File: src/rtl/meteor_scheduler.sv
// rtl/meteor_scheduler.sv - meteor spawn/move/retire scheduler with lives and hit handling
module meteor_scheduler #(
  parameter int SPAWN_PERIOD  = 60,
  parameter int LIVES_INIT    = 3,
  parameter int INVULN_FRAMES = 120,
  parameter int Y_LIMIT       = 480
) (
  input  logic        frame_clk,
  input  logic        Reset,
  input  logic        start,
  input  logic        ball_die,
  output logic [9:0]  enemy_x     [4],
  output logic [9:0]  enemy_y     [4],
  output logic [9:0]  enemy_size  [4],
  output logic        enemy_alive [4],
  output logic [1:0]  game_state,
  output logic [1:0]  lives,
  output logic [15:0] score,
  output logic        ball_reset
);

  typedef enum logic [1:0] {IDLE = 2'd0, PLAY = 2'd1, HIT = 2'd2, OVER = 2'd3} state_t;

  state_t      state_q;
  logic [15:0] lfsr_q;
  logic [9:0]  x_q     [4];
  logic [9:0]  y_q     [4];
  logic [9:0]  size_q  [4];
  logic [1:0]  speed_q [4];   // holds speed-1 so the 1..4 range fits in two bits
  logic [3:0]  alive_q;
  logic [1:0]  lives_q;
  logic [15:0] score_q;
  logic        ball_reset_q;
  logic [15:0] spawn_cnt_q;
  logic [15:0] invuln_q;

  logic [15:0] lfsr_d;
  logic [9:0]  spawn_x;
  logic        spawn_now;
  logic        hit_now;
  logic [3:0]  spawn_onehot;
  logic [10:0] y_next [4];
  logic [3:0]  retire;
  logic [2:0]  n_retire;
  logic [16:0] score_sum;

  always_comb begin
    lfsr_d       = {lfsr_q[14:0], lfsr_q[15] ^ lfsr_q[13] ^ lfsr_q[12] ^ lfsr_q[10]};
    spawn_x      = (lfsr_q[9:0] >= 10'd600) ? (lfsr_q[9:0] - 10'd512) : lfsr_q[9:0];
    spawn_now    = (spawn_cnt_q == 16'(SPAWN_PERIOD - 1));
    hit_now      = ball_die && (invuln_q == 16'd0);
    spawn_onehot = 4'b0000;
    n_retire     = 3'd0;
    // Scan downward so the lowest free index wins.
    for (int i = 3; i >= 0; i--) begin
      if (!alive_q[i]) spawn_onehot = 4'b0001 << i;
    end
    for (int i = 0; i < 4; i++) begin
      y_next[i] = {1'b0, y_q[i]} + {9'b0, speed_q[i]} + 11'd1;
      retire[i] = alive_q[i] && (y_next[i] >= 11'(Y_LIMIT));
      n_retire  = n_retire + {2'b0, retire[i]};
    end
    score_sum = {1'b0, score_q} + {14'b0, n_retire};
  end

  always_ff @(posedge frame_clk or posedge Reset) begin
    if (Reset) begin
      state_q      <= IDLE;
      lfsr_q       <= 16'hACE1;
      alive_q      <= 4'b0000;
      lives_q      <= 2'd0;
      score_q      <= 16'd0;
      ball_reset_q <= 1'b0;
      spawn_cnt_q  <= 16'd0;
      invuln_q     <= 16'd0;
      for (int i = 0; i < 4; i++) begin
        x_q[i]     <= 10'd0;
        y_q[i]     <= 10'd0;
        size_q[i]  <= 10'd0;
        speed_q[i] <= 2'd0;
      end
    end else begin
      lfsr_q       <= lfsr_d;
      ball_reset_q <= 1'b0;
      case (state_q)
        IDLE, OVER: begin
          if (start) begin
            state_q      <= PLAY;
            lives_q      <= 2'(LIVES_INIT);
            score_q      <= 16'd0;
            spawn_cnt_q  <= 16'd0;
            invuln_q     <= 16'd0;
            alive_q      <= 4'b0000;
            ball_reset_q <= 1'b1;
          end
        end
        PLAY: begin
          if (hit_now) begin
            lives_q <= lives_q - 2'd1;
            if (lives_q == 2'd1) begin
              state_q <= OVER;
            end else begin
              state_q      <= HIT;
              alive_q      <= 4'b0000;
              ball_reset_q <= 1'b1;
              invuln_q     <= 16'(INVULN_FRAMES);
              spawn_cnt_q  <= 16'd0;
            end
          end else begin
            if (invuln_q != 16'd0) invuln_q <= invuln_q - 16'd1;
            spawn_cnt_q <= spawn_now ? 16'd0 : spawn_cnt_q + 16'd1;
            score_q     <= score_sum[16] ? 16'hFFFF : score_sum[15:0];
            for (int i = 0; i < 4; i++) begin
              if (alive_q[i]) begin
                if (retire[i]) alive_q[i] <= 1'b0;
                else           y_q[i]     <= y_next[i][9:0];
              end else if (spawn_now && spawn_onehot[i]) begin
                alive_q[i] <= 1'b1;
                y_q[i]     <= 10'd0;
                x_q[i]     <= spawn_x;
                size_q[i]  <= 10'd16 + {5'b0, lfsr_q[11:10], 3'b000};
                speed_q[i] <= lfsr_q[13:12];
              end
            end
          end
        end
        HIT: state_q <= PLAY;
        default: state_q <= IDLE;
      endcase
    end
  end

  always_comb begin
    for (int i = 0; i < 4; i++) begin
      enemy_x[i]     = x_q[i];
      enemy_y[i]     = y_q[i];
      enemy_size[i]  = size_q[i];
      enemy_alive[i] = alive_q[i];
    end
  end

  assign game_state = state_q;
  assign lives      = lives_q;
  assign score      = score_q;
  assign ball_reset = ball_reset_q;

endmodule

File: config.mk
export PLATFORM = sky130hd
export DESIGN_NAME = meteor_scheduler
export DESIGN_NICKNAME = d
export VERILOG_FILES = /design/src/rtl/meteor_scheduler.sv
export SDC_FILE = /design/constraint.sdc
export NUM_CORES = 1
export LEC_CHECK = 0
export CAP_MARGIN = 15
export CORE_MARGIN = 2
export CORE_UTILIZATION = 54
export CTS_BUF_LIST = sky130_fd_sc_hd__clkbuf_4 sky130_fd_sc_hd__clkbuf_8 sky130_fd_sc_hd__clkbuf_16
export CTS_CLUSTER_DIAMETER = 60
export CTS_CLUSTER_SIZE = 30
export DETAILED_ROUTE_END_ITERATION = 8
export MAX_ROUTING_LAYER = met4
export PLACE_DENSITY = 0.9
export SYNTH_ARGS = -nofsm -noshare
export SYNTH_HDL_FRONTEND = slang
export SYNTH_SLANG_ARGS = --single-unit
File: constraint.sdc
create_clock -name frame_clk -period 8.25 [get_ports frame_clk]
set_input_delay 1.65 -clock frame_clk [delete_from_list [all_inputs] [get_ports frame_clk]]
set_output_delay 1.65 -clock frame_clk [all_outputs]
set_load 0.05 [all_outputs]
## Word-level counts from Yosys, hierarchy flattened

Index checks and enable logic that the tools add are counted.

| storage, ports and cells | value |
|---|---|
| register bits after elaboration | 201 |
| latch bits | 0 |
| memory bits (writable) | 0 |
| memory bits (read-only) | 0 |
| bits of input ports | 4 |
| word-level logic and storage cells | 155 |
| memories kept | 0 |

| cells by class | value |
|---|---|
| add/sub/neg operators | 17 |
| multiply operators | 0 |
| div/mod/pow operators | 0 |
| order comparisons | 5 |
| equality and inequality tests | 14 |
| shift operators | 0 |
| muxes and demuxes | 56 |
| bitwise gates (word level) | 8 |
| reductions and logical operators | 31 |

Operators by type and width:

| operator | number |
|---|---|
| $mux W16 | 9 |
| $mux W10 | 13 |
| $pmux W16 S2 | 3 |
| $add A10 B2 Y11 | 4 |
| $add A11 B1 Y11 const B | 4 |
| $ge A11 B9 Y1 const B | 4 |
| $reduce_and A4 Y1 | 9 |
| $mux W4 | 7 |
| $add A16 B3 Y17 | 1 |
| $add A16 B1 Y16 const B | 1 |
| $eq A16 B6 Y1 const B | 1 |
| $logic_not A16 Y1 | 1 |
| $mux W1 | 16 |
| $reduce_bool A16 Y1 | 1 |
| $sub A16 B1 Y16 const B | 1 |
| $ne A2 B2 Y1 const B | 7 |
| $ge A10 B10 Y1 const B | 1 |
| $reduce_bool A2 Y1 | 5 |
| $sub A10 B10 Y10 const B | 1 |
| $logic_and A1 B1 Y1 | 9 |
| $reduce_and A3 Y1 | 3 |
| $mux W2 | 4 |
| $pmux W4 S2 | 1 |
| $add A5 B5 Y6 const A | 1 |
| 15 further kinds | 24 |

## Logic depth before layout (Yosys ltp)

| logic depth | value |
|---|---|
| word-level depth | 11 |
| mapped depth | 19 |
| depth with buffers taken out | 18 |

## Least setup slack after synthesis

OpenSTA, ideal clock, no wires.

| path | value |
|---|---|
| kind | reg-to-reg |
| from | register y_q, in the netlist enemy_y[10] |
| to | register score_q[13] (netlist: score[13]) |
| arrival | 4,489 ps |
| required time | 8,130 ps |
| path slack | 3,641 ps |
| stages on the path, launching flop included | 19 |
| path through | dfrtp_1 > inv_1 > ha_1 > fa_1 > nand2b_1 > nor3_1 > o21ai_0 > a311o_1 > a21boi_0 > fa_1 > fa_1 > fa_1 > and3_1 > nand3_1 > nor4_1 > nor2b_1 > clkbuf_1 > o21ai_0 > nand2_1 |

| on the way | value |
|---|---|
| word-level cells in the longest chain between the ends | 10 |

RTL lines:

| element | line | text |
|---|---|---|
| start: declaration | 27 | `logic [9:0] y_q [4];` |
| start signal: indexed assignment | 116 | `else y_q[i] <= y_next[i][9:0];` |
| $add A10 B2 Y11 | 59 | `y_next[i] = {1'b0, y_q[i]} + {9'b0, speed_q[i]} + 11'd1;` |
| $add A11 B1 Y11 | 59 |  |
| $ge A11 B9 Y1 | 60 | `retire[i] = alive_q[i] && (y_next[i] >= 11'(Y_LIMIT));` |
| $logic_and A1 B1 Y1 | 60 |  |
| $add A2 B1 Y3 | 61 | `n_retire = n_retire + {2'b0, retire[i]};` |
| $add A3 B1 Y3 | 61 |  |
| $add A16 B3 Y17 | 63 | `score_sum = {1'b0, score_q} + {14'b0, n_retire};` |
| $mux W16 | 112 | `score_q <= score_sum[16] ? 16'hFFFF : score_sum[15:0];` |
| $mux W16 | 98 | `if (hit_now) begin` |
| $pmux W16 S2 | 85 | `case (state_q)` |
| end signal: assignment | 112 |  |
| end: declaration | 32 | `logic [15:0] score_q;` |

Every way passes these cells. The select of a mux whose other input is x is not followed.
A chain may end at the register's enable or synchronous reset.

## Worst setup path in the final report

| path | value |
|---|---|
| from | register y_q, in the netlist enemy_y[10] |
| to | register score_q[2] (netlist: score[2]) |

The elaborated chain is that of the path after synthesis.

==> impl_metrics.env <==
export IMPL_grt_max_degree=101
export IMPL_synth_adder_area_share=0.0362
export IMPL_antenna_found_initial=0
export IMPL_crit_chain="inv_1 -> ha_1 -> fa_1 -> nand2b_1 -> nor3_1 -> o21ai_0 -> a311o_1 -> a21boi_0 -> fa_1 -> fa_1 -> fa_1 -> and3_1 -> nand3_1 -> nor4_1 -> nor2b_1 -> a21oi_1 -> o21ai_0"
export IMPL_slew_violations=0
export IMPL_p_clk_frac=0.316
export IMPL_power_uw=2510
export IMPL_seq_power_share=0.393
export IMPL_netSwitchingPower_uw=935
export IMPL_synth_edf_count=0
export IMPL_postSynthCellCount=941
export IMPL_numCtsBuffers=17
export IMPL_critical_path_arrival_ns=5.20
export IMPL_irDropWorstVdd_mv=0.357
export IMPL_post_cts_setup_buffers=0
export IMPL_ys_seq_area_frac=0.499
export IMPL_cts_root_buf="clkbuf_16"
export IMPL_ys_flop_type="dfrtp_1"
export IMPL_clock_path_buffers=2
export IMPL_end_kind="flop"
export IMPL_n_antenna_cell=0
export IMPL_cts_tree="yes"
export IMPL_die_w_um=131
export IMPL_start_util=0.550
export IMPL_r2r_start="enemy_y[10]"
export IMPL_crit_start="enemy_y[10]"
export IMPL_cts_resized=0
export IMPL_status="finished clean"
export IMPL_synth_cell_types=64
export IMPL_port_buffer_count=120
export IMPL_worst_setup_path_start_kind="flop"
export IMPL_nets=1079
export IMPL_routed_wl_mm=21.4
export IMPL_leakage_uw=0.00488
export IMPL_syn_to_final_growth_pct=21.3
export IMPL_synthMuxAreaShare=0.0252
export IMPL_ios=149
export IMPL_grt_pass1_vias=6944
export IMPL_grt_overflow=0
export IMPL_path_buf_inv=1
export IMPL_rsz0062_at_grt="no"
export IMPL_path_max_fanout=9
export IMPL_syn_area_um2=8700
export IMPL_path_depth=17
export IMPL_slew_headroom=0.285
export IMPL_skew_ns=0.00970
export IMPL_htreeDepth=4
export IMPL_die_area_um2=17100
export IMPL_syn_avg_cell_area_um2=9.25
export IMPL_first_pass_iters=7
export IMPL_drtAntennaViolNets=0
export IMPL_final_area_um2=10600
export IMPL_grt_first_pass_wirelength_mm=35.0
export IMPL_critPathRequiredTime_ns=8.60
export IMPL_synth_top_family_by_area="simple AND/OR/NAND/NOR gates"
export IMPL_worstMarginPinSlew_ns=1.06
export IMPL_grt_usage=0.269
export IMPL_fillers=1204
export IMPL_cpMostUsedCell="fa_1"
export IMPL_period_share=0.587
export IMPL_critical_path_class="reg -> reg"
export IMPL_vias=7408
export IMPL_clkLatencyLatePin_ns=0.44
export IMPL_internal_power_uw=1570
export IMPL_drive_gt1_frac=0.0675
export IMPL_path_delay_family="simple AND/OR/NAND/NOR gates"
export IMPL_worst_r2r_cell_count=17
export IMPL_sw_frac_of_total=0.373
export IMPL_globalplace_congestion=0.928
export IMPL_dp_hpwl_mm=14.7
export IMPL_seq_area_um2=4340
export IMPL_synth_compound_area_share=0.130
export IMPL_hold_depth=0
export IMPL_dp_cells=1250
export IMPL_layoutNonFillerInstCount=1283
export IMPL_combPwrFrac=0.291
export IMPL_die_h_um=131
export IMPL_cp_slowest_stage_delay_ns=0.58
export IMPL_placed_area_um2=9970
export IMPL_ys_seq_elements=173
export IMPL_tns_ns=0
export IMPL_synthSimpleGateAreaFrac=0.224
export IMPL_timing_max_cap_violations=0
export IMPL_viasPerCell=5.77
export IMPL_remaining_drc_errors=0
export IMPL_drt_initial_drc_count=621
export IMPL_path_clk_slew_ns=0.07
export IMPL_synth_warnings=0
export IMPL_routedWlPerCell_um=16.7
export IMPL_hold_path_class="reg -> reg"
export IMPL_power_density_nw_per_um2=238
export IMPL_min_from="lfsr_q[14]"
export IMPL_async_reset_ff_frac=1.00
export IMPL_coreArea_um2=15800
export IMPL_cts_num_sinks=173
export IMPL_multi_input_area_um2=3970
export IMPL_synth_xor_area_frac=0.0282
export IMPL_fin_crit_ns=4.84
export IMPL_rows=46
export IMPL_fmax_ghz=0.206
export IMPL_slowest_stage="nor2b_1"
export IMPL_hold_viol_final=0
export IMPL_setup_viol=0
export IMPL_cts_hold_buf=0
-- path summary, 6_finish.rpt --
check | end | slack [ns]
max in group asynchronous | enemy_x[24] | 5.00
min reg2reg | lfsr_q[15] | 0.36
max reg2reg | score[2] | 3.41
min | lfsr_q[15] | 0.36
max | score[2] | 3.41
min in group asynchronous | enemy_y[24] | 1.78
-- Yosys cell counts (3+ instances only) --
cell         n  area [um2]
nand2_1    192         721
dfrtp_1    165        4130
o21ai_0     78         390
nor2_1      69         259
inv_1       43         161
a21oi_1     33         165
buf_4       28         210
nand3_1     25         125
nor3_1      21         105
clkbuf_1    19        71.3
nand4_1     19         119
and3_1      15        93.8
mux2_2      15         169
xor2_1      15         131
ha_1        14         175
xnor2_1     13         114
a31oi_1     12        75.1
buf_2       11        55.1
and2_1      10        62.6
nand2b_1    10        62.6
nor4_1      10        62.6
o31ai_1      9        67.6
dfstp_2      8         210
fa_1         7         140
o22a_1       7        61.3
or3_1        7        43.8
nor2b_1      6        37.5
a22o_1       5        43.8
a41oi_1      5        43.8
and4_1       5        43.8
mux2i_1      5        50.1
a22oi_1      4        30.0
o2111ai_1    4        35.0
o211ai_1     4        30.0
a21o_1       3        22.5
nand3b_1     3        22.5
o21ai_1      3        15.0
o22ai_1      3        18.8
or2_2        3        18.8
-- cells by family after synthesis --
logic type | after synthesis
compound gates | 185
xor+xnor | 28
fa+ha+maj | 21
buf+inv | 101
flops | 173
mux | 20
other cells | 1
simple gates | 412
-- layout make-up --
cell class / count / share of cell area
clock buffer: 20 / 0.0424
timing repair buffer: 125 / 0.117
tap: 216 / 0.0256
clock inverter: 12 / 0.0122
inverter: 43 / 0.0158
sequential: 173 / 0.411
multi-input combinational: 694 / 0.376
-- per-stage QoR --
step,hold WS [ns],worst slack (ns),util
floorplan,0.333,1.92,-
global placement,0.334,3.66,0.630
detailed placement,0.343,3.52,0.630
CTS,0.359,3.49,0.666
global route,0.365,2.96,0.667
finish,0.356,3.41,0.667
-- layout by cell type (no fill, tap or decap), types with 6 or more instances in the layout --
cell type	count
conb_1	28
mux2_2	15
nor2b_1	6
fa_1	7
nand3_1	25
o21ai_0	78
nand4_1	19
xnor2_1	13
clkbuf_16	17
o31ai_1	9
a21oi_1	33
o22a_1	7
and3_1	15
ha_1	14
nand2b_1	10
or3_1	7
inv_1	42
xor2_1	15
dfstp_2	8
nor4_1	10
dfrtp_1	165
a31oi_1	12
clkdlybuf4s50_1	120
and2_1	10
nor2_1	69
nand2_1	192
nor3_1	21
-- power groups by stage --
stage,registers [uW],clock network (uW),logic (uW)
floorplan,1020,0,540
global placement,995,0,688
detailed placement,999,0,716
CTS,985,800,721
global route,996,841,808
finish,986,793,729
-- state kept, by name, summed over array words and instances (netlist names) --
register	flops
enemy_x	40
alive_q	4
lives	2
enemy_y	40
enemy_size	12
score	16
speed_q	8
spawn_cnt_q	16
game_state	2
lfsr_q	16
ball_reset	1
invuln_q	16
-- layer usage --
metal | share of wire | vias to the layer above | GRT usage
met5 | 0 | - | -
met4 | 0.019 | 0 | 0.0839
met3 | 0.062 | 40 | 0.0554
met2 | 0.49 | 281 | 0.421
met1 | 0.42 | 3654 | 0.357
li1 | - | 3433 | -
-- worst reg2reg max path: cells and delay by family (launching register included) --
kind | cells | cell delay [ns]
compound gates | 5 | 1.10
fa+ha+maj | 5 | 1.41
buf+inv | 1 | 0.06
flops | 1 | 0.36
simple gates | 6 | 1.84
No activity file was read; power rests on OpenSTA's default activity.
